`src/rtl/bsa_pkg.sv`:
```
// Shared types and the single-bit full adder used by every serial lane.
package bsa_pkg;

    // Word framer state: waiting for an LSB, or inside a word.
    typedef enum logic [0:0] {
        IDLE = 1'b0,
        RUN  = 1'b1
    } bsa_state_t;

    // One-bit full adder, result packed as {carry, sum}.
    function automatic logic [1:0] full_add(input logic a, input logic b, input logic c);
        full_add = {(a & b) | (a & c) | (b & c), a ^ b ^ c};
    endfunction

endpackage

```
`src/rtl/bit_serial_addsub_array_if.sv`:
```
// Beat-level bus of the bit-serial add/sub array.
// Handshake: a beat is transferred on a posedge where in_valid=1; there is no
// back-pressure. in_first marks bit 0 of a word. Each accepted beat produces
// exactly one out_valid beat one cycle later; out_first/out_last frame the word.
interface bit_serial_addsub_array_if #(
    parameter int NUM_LANES = 8
) ();

    logic                 in_valid;
    logic                 in_first;
    logic [NUM_LANES-1:0] a_bits;
    logic [NUM_LANES-1:0] b_bits;
    logic [NUM_LANES-1:0] sub;
    logic                 out_valid;
    logic                 out_first;
    logic                 out_last;
    logic [NUM_LANES-1:0] sum_bits;
    logic [NUM_LANES-1:0] ovf;

    // Producer of operand beats / consumer of sum beats.
    modport master (
        output in_valid, in_first, a_bits, b_bits, sub,
        input  out_valid, out_first, out_last, sum_bits, ovf
    );

    // The adder array itself.
    modport slave (
        input  in_valid, in_first, a_bits, b_bits, sub,
        output out_valid, out_first, out_last, sum_bits, ovf
    );

endinterface

```
`src/rtl/bit_serial_lane.sv`:
```
// One bit-serial two's-complement adder/subtractor lane.
// Subtraction is A + ~B + 1: B is inverted and the carry is seeded with 1 on the LSB.
// Optional feature macro: BIT_SERIAL_ADDSUB_OVF_EN (signed overflow flag on the MSB).
module bit_serial_lane
    import bsa_pkg::*;
(
    input  logic clk,
    input  logic reset_n,
    input  logic en,      // beat accepted this cycle
    input  logic first,   // accepted beat is the LSB of a new word
`ifdef BIT_SERIAL_ADDSUB_OVF_EN
    input  logic last,    // accepted beat is the MSB of the word
`endif
    input  logic sub,     // live op, only used on the first beat
    input  logic sub_q,   // op captured on the first beat of the word
    input  logic a,
    input  logic b,
    output logic sum,
`ifdef BIT_SERIAL_ADDSUB_OVF_EN
    output logic ovf,
`endif
    output logic carry_dbg
);

    logic       carry;
    logic       sub_eff;
    logic       bb;
    logic       cin;
    logic [1:0] fa;

    // Operand inversion and carry selection; the first beat re-seeds from the live op.
    always_comb begin
        sub_eff = first ? sub : sub_q;
        bb      = b ^ sub_eff;
        cin     = first ? sub : carry;
        fa      = full_add(a, bb, cin);
    end

    // Carry and sum registers advance only on accepted beats; stalls hold them.
    always_ff @(posedge clk) begin
        if (!reset_n) begin
            carry <= 1'b0;
            sum   <= 1'b0;
        end else if (en) begin
            carry <= fa[1];
            sum   <= fa[0];
        end
    end

`ifdef BIT_SERIAL_ADDSUB_OVF_EN
    // Signed overflow = carry into MSB xor carry out of MSB; zero on every other beat.
    always_ff @(posedge clk) begin
        if (!reset_n) begin
            ovf <= 1'b0;
        end else if (en) begin
            ovf <= last ? (cin ^ fa[1]) : 1'b0;
        end
    end
`endif

    assign carry_dbg = carry;

endmodule

```
`src/rtl/bit_serial_addsub_array.sv`:
```
// NUM_LANES bit-serial add/sub lanes sharing one word framer (FSM + bit counter).
// Optional feature macro: BIT_SERIAL_ADDSUB_OVF_EN (per-lane signed overflow on the MSB).
module bit_serial_addsub_array
    import bsa_pkg::*;
#(
    parameter int NUM_LANES = 8,
    parameter int WORD_BITS = 16
) (
    input  logic                          clk,
    input  logic                          reset_n,
    bit_serial_addsub_array_if.slave      bus,
    output bsa_state_t                    fsm_state,
    output logic [NUM_LANES-1:0]          carry_state
);

    localparam int                CW       = $clog2(WORD_BITS);
    localparam logic [CW-1:0]     LAST_IDX = CW'(WORD_BITS - 1);
    localparam logic [CW-1:0]     ONE      = CW'(1);

    bsa_state_t           state;
    bsa_state_t           state_next;
    logic [CW-1:0]        cnt;
    logic [NUM_LANES-1:0] sub_q;

    logic                 beat_first;
    logic                 beat_acc;
    logic                 beat_last;

    logic                 out_valid_q;
    logic                 out_first_q;
    logic                 out_last_q;
    logic [NUM_LANES-1:0] sum_vec;
    logic [NUM_LANES-1:0] ovf_vec;

    // FSM state register.
    always_ff @(posedge clk) begin
        if (!reset_n) begin
            state <= IDLE;
        end else begin
            state <= state_next;
        end
    end

    // Next state: an LSB always lands in RUN, the MSB (without a new LSB) returns to IDLE.
    always_comb begin
        state_next = state;
        case (state)
            IDLE:    if (beat_first) state_next = RUN;
            RUN:     if (beat_last)  state_next = IDLE;
            default: state_next = IDLE;
        endcase
    end

    // Beat decode: in IDLE only an LSB is accepted; in RUN every valid beat is.
    always_comb begin
        beat_first = bus.in_valid & bus.in_first;
        beat_acc   = bus.in_valid & (bus.in_first | (state == RUN));
        beat_last  = bus.in_valid & ~bus.in_first & (state == RUN) & (cnt == LAST_IDX);
    end

    // Bit counter and captured op; both hold across stalls.
    always_ff @(posedge clk) begin
        if (!reset_n) begin
            cnt   <= '0;
            sub_q <= '0;
        end else if (beat_first) begin
            cnt   <= ONE;
            sub_q <= bus.sub;
        end else if (beat_last) begin
            cnt   <= '0;
        end else if (beat_acc) begin
            cnt   <= cnt + ONE;
        end
    end

    // Framing outputs, registered alongside the lane sum bits.
    always_ff @(posedge clk) begin
        if (!reset_n) begin
            out_valid_q <= 1'b0;
            out_first_q <= 1'b0;
            out_last_q  <= 1'b0;
        end else begin
            out_valid_q <= beat_acc;
            out_first_q <= beat_first;
            out_last_q  <= beat_last;
        end
    end

    for (genvar i = 0; i < NUM_LANES; i++) begin : g_lane
        bit_serial_lane u_lane (
            .clk       (clk),
            .reset_n   (reset_n),
            .en        (beat_acc),
            .first     (beat_first),
`ifdef BIT_SERIAL_ADDSUB_OVF_EN
            .last      (beat_last),
`endif
            .sub       (bus.sub[i]),
            .sub_q     (sub_q[i]),
            .a         (bus.a_bits[i]),
            .b         (bus.b_bits[i]),
            .sum       (sum_vec[i]),
`ifdef BIT_SERIAL_ADDSUB_OVF_EN
            .ovf       (ovf_vec[i]),
`endif
            .carry_dbg (carry_state[i])
        );
    end

`ifndef BIT_SERIAL_ADDSUB_OVF_EN
    assign ovf_vec = '0;
`endif

    assign bus.out_valid = out_valid_q;
    assign bus.out_first = out_first_q;
    assign bus.out_last  = out_last_q;
    assign bus.sum_bits  = sum_vec;
    assign bus.ovf       = ovf_vec;
    assign fsm_state     = state;

endmodule

```
`src/flat_wrapper.sv`:
```
// flat-port wrapper written by rule: the top's interface ports become plain ports
module bit_serial_addsub_array_flat import bsa_pkg::*;
#(
    parameter int NUM_LANES = 8,
    parameter int WORD_BITS = 16
)
  (clk, reset_n, fsm_state, carry_state, bus_in_valid, bus_in_first, bus_a_bits, bus_b_bits, bus_sub, bus_out_valid, bus_out_first, bus_out_last, bus_sum_bits, bus_ovf);
  bit_serial_addsub_array_if #(.NUM_LANES(NUM_LANES)) bus_i ();
  input  logic clk;
  input  logic reset_n;
  output bsa_state_t fsm_state;
  output logic [NUM_LANES-1:0] carry_state;
  input wire logic [$bits(bus_i.in_valid)-1:0] bus_in_valid;
  input wire logic [$bits(bus_i.in_first)-1:0] bus_in_first;
  input wire logic [$bits(bus_i.a_bits)-1:0] bus_a_bits;
  input wire logic [$bits(bus_i.b_bits)-1:0] bus_b_bits;
  input wire logic [$bits(bus_i.sub)-1:0] bus_sub;
  output wire logic [$bits(bus_i.out_valid)-1:0] bus_out_valid;
  output wire logic [$bits(bus_i.out_first)-1:0] bus_out_first;
  output wire logic [$bits(bus_i.out_last)-1:0] bus_out_last;
  output wire logic [$bits(bus_i.sum_bits)-1:0] bus_sum_bits;
  output wire logic [$bits(bus_i.ovf)-1:0] bus_ovf;
  assign bus_i.in_valid = bus_in_valid;
  assign bus_i.in_first = bus_in_first;
  assign bus_i.a_bits = bus_a_bits;
  assign bus_i.b_bits = bus_b_bits;
  assign bus_i.sub = bus_sub;
  assign bus_out_valid = bus_i.out_valid;
  assign bus_out_first = bus_i.out_first;
  assign bus_out_last = bus_i.out_last;
  assign bus_sum_bits = bus_i.sum_bits;
  assign bus_ovf = bus_i.ovf;
  bit_serial_addsub_array #(.NUM_LANES(NUM_LANES), .WORD_BITS(WORD_BITS)) u_core (.clk(clk), .reset_n(reset_n), .bus(bus_i), .fsm_state(fsm_state), .carry_state(carry_state));
endmodule
```
`config.mk`:
```
export PLATFORM = sky130hd
export DESIGN_NAME = bit_serial_addsub_array_flat
export DESIGN_NICKNAME = d
export VERILOG_FILES = /design/src/rtl/bsa_pkg.sv /design/src/rtl/bit_serial_addsub_array_if.sv /design/src/rtl/bit_serial_lane.sv /design/src/rtl/bit_serial_addsub_array.sv /design/src/flat_wrapper.sv
export SDC_FILE = /design/constraint.sdc
export NUM_CORES = 1
export LEC_CHECK = 0
export BUFFER_PORTS_ARGS = -buffer_cell sky130_fd_sc_hd__clkbuf_2
export CORE_ASPECT_RATIO = 1.2
export CORE_MARGIN = 1.5
export CORE_UTILIZATION = 35
export CTS_BUF_LIST = sky130_fd_sc_hd__clkbuf_4 sky130_fd_sc_hd__clkbuf_8
export CTS_CLUSTER_SIZE = 10
export DETAILED_ROUTE_END_ITERATION = 16
export PLACE_DENSITY_LB_ADDON = 0.1
export SYNTH_ARGS = -nofsm -noshare
export SYNTH_HDL_FRONTEND = slang
export SYNTH_SLANG_ARGS = --single-unit
```
`constraint.sdc`:
```
create_clock -name clk -period 5 [get_ports clk]
set_input_delay 1.5 -clock clk [delete_from_list [all_inputs] [get_ports clk]]
set_output_delay 1.5 -clock clk [all_outputs]
set_load 0.005 [all_outputs]
```
==> flow_metrics.tcl, run 1 <==
set metrics [dict create \
    fin_crit_sh_pct 57.4 \
    clockBufferDepth 2 \
    drv_cap 0 \
    rows 27 \
    syn2layout_area_growth_pct 13.4 \
    antenna_left 0 \
    port_buffers 47 \
    outcome "complete, no violations" \
    rsz0062_at_grt "false" \
    synth_cell_type_count 28 \
    final_nets 246 \
    die_area_um2 5220 \
    holdBufCountCts 0 \
    cts_setup_buffers 0 \
    postPlaceCellArea_um2 1780 \
    hpwl_um 2350 \
    via_count 1241 \
    hold_class "flip-flop to flip-flop" \
    via_per_inst 4.63 \
    reg2reg_from "u_core.fsm_state" \
    clk-insertion-delay-late_ns 0.28 \
    relSlewSlack_pct 36.9 \
    hold_end "u_core.g_lane[0].u_lane.sum" \
    drt_iter0_drc 32 \
    drv_slew 0 \
    design_area_um2 1900 \
    syn_area_per_cell_um2 9.28 \
    drive_above_1_share_pct 31.9 \
    cts_max_level 2 \
    synthCells 181 \
    ys_warn_count 0 \
    timing.final.ws_setup_ns 2.13 \
    core-area_um2 4590 \
    vdd_drop_max_uv 160 \
    critPathRequiredTime_ns 5.15 \
    setup_viol 0 \
    drc 0 \
    dieWidth_um 66.2 \
    min_period_ns 2.87 \
    grt_max_degree 29 \
    root_buffer "clkbuf_8" \
    finalClockSkew_ns 0.00619 \
    timing.rr.end "u_core.cnt[3]" \
    worst_hold_slack_ns 0.456 \
    ys_seq_area_share_pct 38.2 \
    hold_violations 0 \
    antenna_found_initial 0 \
    routed_wl_um 3350 \
    r2r_slack_ns 3.44 \
    overflow 0 \
    cts_made_buffers 5 \
    netlist_area_um2 1680 \
    p_leak_nw 0.888 \
    cts_tree "yes" \
    worst_slew_pin_slew_ns 0.946 \
    clk_pin_slew_ns 0.07 \
    dp_slack_ns 1.81 \
    cp-start-kind "input pin" \
    wl_per_cell_um 12.5 \
    cp_max_fo 19 \
    endpoint_kind "flip-flop" \
    dr.pass1.iters 4 \
    grt_pass1_vias 1150 \
    min-delay-start "u_core.g_lane[0].u_lane.sum" \
    powerDensity_nw_per_um2 340 \
    fmax_mhz 348 \
    holdPathStages 2 \
    cp.arrival_ns 3.02 \
    fin_util_pct 41.4 \
    critical_path_class "input pin to flip-flop" \
    grtUsageTotal_pct 13.5 \
    reg2reg_depth 3 \
    cts-resized-gates 0 \
    nFillCells 493 \
    grt_pass1_wl_um 5280 \
    ios 56 \
    start_util_pct 36.5 \
    gp_congestion 0.708 \
    ys_ff_latch 32 \
    die_h_um 78.9 \
    n_antenna_cell 0 \
    cts.sinks 32 \
    setup_tns_ns 0 \
]
[cell usage after synthesis, drive strengths merged]
cell | number | area share, %
inv | 1 | 0.22
clkbuf | 1 | 0.22
o21a | 1 | 0.45
nand2 | 37 | 8.7
mux2i | 8 | 4.8
nand3 | 1 | 0.30
dfxtp | 32 | 38
nor2 | 12 | 2.7
conb | 1 | 0.22
or3b | 1 | 0.52
a31oi | 1 | 0.37
o21ai | 3 | 0.89
nand4b | 1 | 0.89
xnor2 | 8 | 4.2
xor2 | 1 | 0.52
fa | 8 | 9.5
ha | 1 | 0.75
or3 | 1 | 0.37
mux2 | 8 | 5.4
buf | 32 | 14
nor3 | 1 | 0.30
a21oi | 19 | 5.7
o211ai | 2 | 0.89
[cells in the final DEF (no fill, tap or decap), types with 7 or more instances in the layout]
cell	n
mux2_2	8
clkbuf_2	47
xnor2_1	8
nand2_1	36
conb_1	8
nor2_1	12
clkbuf_8	7
fa_1	8
a21oi_1	19
mux2i_1	8
dfxtp_1	32
[how the worst max path moves through the flow]
stage,slack [ns],from,endpoint
CTS,2.11,bus_in_first,u_core.g_lane[4].u_lane.sum
global placement,1.88,bus_in_first,u_core.g_lane[5].u_lane.sum
detailed placement,1.81,bus_in_first,u_core.g_lane[4].u_lane.sum
floorplan,2.02,bus_in_first,u_core.g_lane[1].u_lane.sum
global route,2.03,bus_in_first,u_core.g_lane[3].u_lane.sum
finish,2.13,bus_in_first,u_core.g_lane[4].u_lane.sum
[critical path, stage by stage]
cell      delay (ns)
clkbuf_2        0.14
nand2_4         0.27
mux2i_1         0.33
xnor2_1         0.18
fa_1            0.45
nand2_1         0.07
a21oi_1         0.07
[stage by stage]
step | std cells | total power, mW
final | 268 | 0.647
after global routing | 268 | 0.683
after CTS | 268 | 0.658
after detailed placement | 260 | 0.385
after global placement | 260 | 0.380
after floorplan | 188 | 0.367
[metal layers]
metal  vias to the layer above  global-route usage [%]  part of all wire, %
met1                       585                    16.3                   42
met4                         0                    4.90                  1.6
met2                        41                    22.0                   50
met5                         -                       0                    0
met3                         5                    4.53                  6.6
li1                        610                       -                    -
[registers in the layout, indices dropped and copies added (netlist names)]
name and count:
u_core.g_lane.u_lane.sum 8, u_core.cnt 4, u_core.bus.out_last 1, u_core.g_lane.u_lane.carry_dbg 8, u_core.sub_q 8, u_core.fsm_state 1, u_core.bus.out_valid 1, u_core.bus.out_first 1
[cell families (layout without fill, tap and decap cells)]
family | Yosys count | count (layout) | share of synthesized area (%)
multiplexers | 16 | 16 | 10.1
buffers and inverters | 34 | 56 | 14.5
adder cells (fa/ha/maj) | 9 | 9 | 10.3
other | 1 | 8 | 0.223
AND/OR/NAND/NOR | 54 | 54 | 13.8
AO/OA/AOI/OAI | 26 | 26 | 8.27
flip-flops | 32 | 32 | 38.2
XOR/XNOR | 9 | 9 | 4.69
[power breakdown]
group	switching (mW)	internal, mW
Clock	0.0933	0.176
Combinational	0.0537	0.0451
Sequential	0.00854	0.270
[final cells by class]
class	instances	area [um^2]	area share (%)
multi-input cells	122	826	43.4
flip-flops and latches	32	641	33.6
repair buffers	47	235	12.4
clock buffers	7	96.3	5.06
well taps	58	72.6	3.81
clock inverters	1	30.0	1.58
inverters	1	3.75	0.197
(Power assumes the default switching activity.)
==> run 2, diff against run 1 <==
--- a/config.mk
+++ b/config.mk
@@ -5,6 +5,7 @@
 export SDC_FILE = /design/constraint.sdc
 export NUM_CORES = 1
 export LEC_CHECK = 0
+export ABC_AREA = 1
 export BUFFER_PORTS_ARGS = -buffer_cell sky130_fd_sc_hd__clkbuf_2
 export CORE_ASPECT_RATIO = 1.2
 export CORE_MARGIN = 1.5
==> constraint.sdc (replaced) <==
create_clock -name clk -period 2.6 [get_ports clk]
set_input_delay 0.78 -clock clk [delete_from_list [all_inputs] [get_ports clk]]
set_output_delay 0.78 -clock clk [all_outputs]
set_load 0.005 [all_outputs]
==> flow_metrics.tcl, run 2 <==
set metrics [dict create \
    critical_path_class "input pin to flip-flop" \
    powerDensity_nw_per_um2 546 \
    synth_flop_cell "dfxtp_1" \
    antenna_found_initial 0 \
    netlist_area_um2 1840 \
    crit_family "simple AND/OR/NAND/NOR gates" \
    die_area_um2 5700 \
    rows 28 \
    cp_max_fo 18 \
    worstPathCellList "clkbuf_2 > nand2_4 > inv_6 > nand2_1 > o21ai_1 > inv_1 > nand2_1 > nand2_1 > fa_1 > nor2_1 > nor2_1" \
    grt_max_degree 19 \
    n_antenna_cell 0 \
    synth_cell_type_count 28 \
    cp.arrival_ns 2.20 \
    drive_above_1_share_pct 29.2 \
    ys_warn_count 0 \
    antenna_left 0 \
    ys_seq_area_share_pct 34.8 \
    p_leak_nw 1.07 \
    endpoint_kind "flip-flop" \
    synth_commonest_cells "nand2_1, dfxtp_1, nor2_1, inv_1, buf_4" \
    hold_class "flip-flop to flip-flop" \
    die_h_um 82.4 \
    via_count 1418 \
    root_buffer "clkbuf_8" \
    cts.sinks 32 \
    setup_tns_ns 0 \
    dr_wl_met2_um 1740 \
    sw_frac_of_total_pct 28.5 \
    port_buffers 47 \
    syn2layout_area_growth_pct 11.2 \
    final_common_cell "nand2_1" \
    dr.pass1.iters 4 \
    start_util_pct 36.7 \
    ios 56 \
    synth.most_common_cell "nand2_1" \
    internal-power_mw 0.799 \
    hpwl_um 2910 \
    fin_crit_sh_pct 77.6 \
    r2r_slack_ns 1.18 \
    clockBufferDepth 2 \
    drv_cap 0 \
    drc 0 \
    gp_congestion 0.788 \
    drt_iter0_drc 57 \
    clk_pin_slew_ns 0.06 \
    yosysTopAreaCellShare_pct 34.8 \
    cts_max_level 2 \
    drv_slew 0 \
    total_power_mw 1.12 \
    final_nets 318 \
    grt_pass1_vias 1352 \
    via_per_inst 4.16 \
    cp-start-kind "input pin" \
    critPathRequiredTime_ns 2.78 \
    synthCells 247 \
    timing.rr.end "u_core.g_lane[3].u_lane.sum" \
    routed_wl_um 3820 \
    wl_per_cell_um 11.2 \
    async_flop_share_pct 0 \
    reg2reg_depth 8 \
    finalClockSkew_ns 0.00537 \
    crit_top_cell "nand2_1" \
    pwr-share-comb_pct 18.4 \
    ys_ff_latch 32 \
    cts_made_buffers 5 \
    core-area_um2 5010 \
    cts_setup_buffers 0 \
    vdd_drop_max_uv 204 \
    worst-path-buf-inv 3 \
    holdPathStages 2 \
    min-delay-start "u_core.g_lane[4].u_lane.carry_dbg" \
    min_period_ns 2.02 \
    cpPeakStageDelay_ns 0.45 \
    hold_end "u_core.g_lane[4].u_lane.carry_dbg" \
    highest_layer "met4" \
    cts_tree "yes" \
    p_sw_mw 0.318 \
    slowest_stage "fa_1" \
    dieWidth_um 69.2 \
    outcome "complete, no violations" \
    synth_top_area_cell "dfxtp_1" \
    final_cell_mix "nand2_1, clkbuf_2, nor2_1, dfxtp_1, inv_1" \
    synth_area_leaders "dfxtp_1, nand2_1, buf_4, fa_1, nor2_1" \
    syn_area_per_cell_um2 7.45 \
    pwr-share-seq_pct 48.2 \
    p_clk_share_pct 33.4 \
    fmax_mhz 496 \
    clk-insertion-delay-late_ns 0.28 \
    overflow 0 \
    reg2reg_from "u_core.sub_q[3]" \
    hold_violations 0 \
    met1_length_um 1860 \
    grtUsageTotal_pct 14.7 \
    grt_pass1_wl_um 6420 \
    rsz0062_at_grt "false" \
    synth_edf_count 0 \
    met3_length_um 152 \
    cts-resized-gates 0 \
    holdBufCountCts 0 \
    setup_viol 0 \
]
## run 2: area by class of cell
cell class	count	area (um^2)
Clock buffer	6	76.3
Clock inverter	1	5.00
Fill cell	558	2960
Inverter	37	144
Multi-Input combinational cell	155	847
Sequential cell	32	641
Tap cell	60	75.1
Timing Repair Buffer	50	258
## run 2: kinds of logic after synthesis
group | Yosys count | synth area share [%]
buffers and inverters | 67 | 20.5
AOI/OAI and AO/OA | 28 | 10.4
DFF | 32 | 34.8
other | 1 | 0.204
adders and majority gates | 9 | 9.39
and+or+nand+nor | 110 | 24.6
## run 2: power groups by stage
stage / sequential [mW] / combinational [mW] / clock [mW]
floorplan: 0.544 / 0.173 / 0
global placement: 0.551 / 0.209 / 0
detailed placement: 0.550 / 0.209 / 0
CTS: 0.539 / 0.210 / 0.388
global route: 0.541 / 0.243 / 0.408
finish: 0.539 / 0.205 / 0.373
## run 2: metrics by stage
step	setup WS, ns	area [um^2]	cells	utilization [%]	hold slack, ns
final	0.583	2050	341	40.8	0.493
after global routing	0.393	2050	341	40.8	0.517
after CTS	0.552	2050	341	40.8	0.494
after detailed placement	0.255	1960	334	39.2	0.485
after global placement	0.288	1960	334	39.2	0.494
after floorplan	0.571	1870	254	-	0.464
## run 2: worst max-delay path by stage
| stage | to | startpoint | slack (ns) | depth (start not counted) |
|---|---|---|---|---|
| 2_1_floorplan | u_core.g_lane[1].u_lane.sum | bus_in_first | 0.57 | 10 |
| 3_3_place_gp | u_core.g_lane[2].u_lane.sum | bus_in_valid | 0.29 | 11 |
| 3_5_place_dp | u_core.g_lane[2].u_lane.sum | bus_in_valid | 0.25 | 11 |
| 4_1_cts | u_core.g_lane[2].u_lane.sum | bus_in_valid | 0.55 | 11 |
| 5_1_grt | u_core.g_lane[2].u_lane.sum | bus_in_valid | 0.39 | 11 |
| 6_report | u_core.g_lane[2].u_lane.sum | bus_in_valid | 0.58 | 11 |
## run 2: worst register-to-register path: stages (launching register included)
cell and delay [ns]:
dfxtp_1 0.31, inv_1 0.04, o21ai_2 0.16, inv_2 0.05, nand2_1 0.05, nand2_1 0.07
fa_1 0.47, nor2_1 0.12, nor2_1 0.05
## run 2: routing by layer
| layer | vias to the layer above | GRT usage [%] |
|---|---|---|
| met1 | 598 | 18.8 |
| met5 | - | 0 |
| met4 | 0 | 5.88 |
| met3 | 5 | 4.25 |
| met2 | 35 | 23.5 |
| li1 | 780 | - |
==> run 3, diff against run 2 <==
==> constraint.sdc (replaced) <==
create_clock -name clk -period 1.9 [get_ports clk]
set_input_delay 0.57 -clock clk [delete_from_list [all_inputs] [get_ports clk]]
set_output_delay 0.57 -clock clk [all_outputs]
set_load 0.005 [all_outputs]
==> flow_metrics.tcl, run 3 (synthesis gave the netlist of run 2 again) <==
set metrics [dict create \
    outcome "complete, no violations" \
    cp_max_fo 16 \
    rows 28 \
    holdPathStages 2 \
    overflow 0 \
    cpPeakStageDelay_ns 0.50 \
    final_cell_mix "nand2_1, clkbuf_2, nor2_1, dfxtp_1, inv_1" \
    cts.sinks 32 \
    worst_hold_slack_ns 0.497 \
    hpwl_um 2960 \
    drc 0 \
    core-area_um2 5010 \
    worstPathCellList "clkbuf_2 > nand2_4 > inv_6 > nand2_1 > o21ai_2 > inv_2 > nand2_1 > nand2_1 > fa_1 > nor2_1 > nor2_1" \
    clk_pin_slew_ns 0.07 \
    r2r_slack_ns 0.45 \
    fmax_mhz 572 \
    endpoint_kind "flip-flop" \
    fin_crit_sh_pct 92.0 \
    root_buffer "clkbuf_8" \
    start_util_pct 36.7 \
    cp-start-kind "input pin" \
    finalClockSkew_ns 0.00556 \
    design_area_um2 2170 \
    routed_wl_um 3930 \
    port_buffers 47 \
    n_antenna_cell 0 \
    dieWidth_um 69.2 \
    grt_max_degree 17 \
    min_period_ns 1.75 \
    timing.rr.end "u_core.g_lane[6].u_lane.sum" \
    final_nets 334 \
    setup_viol 0 \
    gp_congestion 0.744 \
    timing.final.ws_setup_ns 0.152 \
    reg2reg_depth 8 \
    busiest_layer "met2" \
    cts_max_level 2 \
    syn2layout_area_growth_pct 17.8 \
    wl_per_cell_um 11.0 \
    critical_path_class "input pin to flip-flop" \
    die_area_um2 5700 \
    antenna_found_initial 0 \
    holdBufCountCts 0 \
    slowest_stage "fa_1" \
    powerDensity_nw_per_um2 723 \
    drive_above_1_share_pct 33.0 \
    grtUsageTotal_pct 15.2 \
    hold_class "flip-flop to flip-flop" \
    via_per_inst 4.29 \
    cts_setup_buffers 0 \
    final_common_cell "nand2_1" \
    crit_top_cell "nand2_1" \
    drv_cap 0 \
    via_count 1532 \
    grtUsageMet1_pct 19.0 \
    rsz0062_at_grt "false" \
    cts_made_buffers 5 \
    dp_slack_ns -0.160 \
    grt_pass1_vias 1451 \
    nFillCells 538 \
    clockBufferDepth 2 \
    cp.arrival_ns 1.93 \
    cts_tree "yes" \
    drv_slew 0 \
    reg2reg_from "u_core.sub_q[6]" \
    crit_end "u_core.g_lane[6].u_lane.sum" \
    postPlaceCellArea_um2 2080 \
    fin_cells 357 \
    hold_violations 0 \
    grt_pass1_wl_um 6680 \
    cts-resized-gates 0 \
    die_h_um 82.4 \
    ios 56 \
    vdd_drop_max_uv 253 \
    dr.pass1.iters 4 \
    use_met2_pct 25.3 \
    grtUsageMet3_pct 4.25 \
    dp_cells 350 \
    critPathRequiredTime_ns 2.08 \
    drt_iter0_drc 65 \
    clk-insertion-delay-late_ns 0.29 \
    p_leak_nw 1.15 \
    antenna_left 0 \
    crit_start "bus_in_first" \
]
[run 3: cell types whose count changed in the layout (fill, tap and decap cells not counted), sizes merged]
cell	delta
buf	+16
[run 3: worst max-delay path, delay by kind of cell]
kind / cells / cell delay, ns
AOI/OAI and AO/OA: 1 / 0.08
adders and majority gates: 1 / 0.50
buffers and inverters: 3 / 0.30
and+or+nand+nor: 6 / 0.47
[run 3: power by group]
group          total (mW)  switching, mW  internal [mW]
Clock               0.514          0.251          0.263
Sequential          0.735         0.0212          0.714
Combinational       0.317          0.176          0.142
Total                1.57          0.448           1.12
[run 3: worst min path at each step]
stage                                      start                                 to  slack, ns
2_1_floorplan  u_core.g_lane[1].u_lane.carry_dbg  u_core.g_lane[1].u_lane.carry_dbg       0.46
6_report       u_core.g_lane[7].u_lane.carry_dbg  u_core.g_lane[7].u_lane.carry_dbg       0.50
3_3_place_gp   u_core.g_lane[6].u_lane.carry_dbg  u_core.g_lane[6].u_lane.carry_dbg       0.49
3_5_place_dp   u_core.g_lane[6].u_lane.carry_dbg  u_core.g_lane[6].u_lane.carry_dbg       0.49
5_1_grt        u_core.g_lane[6].u_lane.carry_dbg  u_core.g_lane[6].u_lane.carry_dbg       0.51
4_1_cts        u_core.g_lane[6].u_lane.carry_dbg  u_core.g_lane[6].u_lane.carry_dbg       0.50
[run 3: per-stage QoR]
step | power [mW] | TNS [ns] | utilization, %
finish | 1.57 | 0 | 43.2
detailed placement | 1.07 | -1.24 | 41.6
floorplan | 0.981 | 0 | -
global placement | 1.07 | -0.955 | 41.6
CTS | 1.60 | 0 | 43.2
global route | 1.66 | 0 | 43.2
[run 3: layer usage]
layer / vias up / routed length, um
met2: 34 / 1740
met4: 0 / 60
met1: 679 / 1970
met5: - / 0
met3: 6 / 161
li1: 813 / -
[run 3: area by class of cell]
| class | count | area [um^2] | share of cell area [%] |
|---|---|---|---|
| Multi-Input combinational cell | 155 | 847 | 39.1 |
| Sequential cell | 32 | 641 | 29.6 |
| Timing Repair Buffer | 66 | 378 | 17.4 |
| Inverter | 37 | 144 | 6.64 |
| Clock buffer | 6 | 76.3 | 3.52 |
| Tap cell | 60 | 75.1 | 3.47 |
| Clock inverter | 1 | 5.00 | 0.231 |
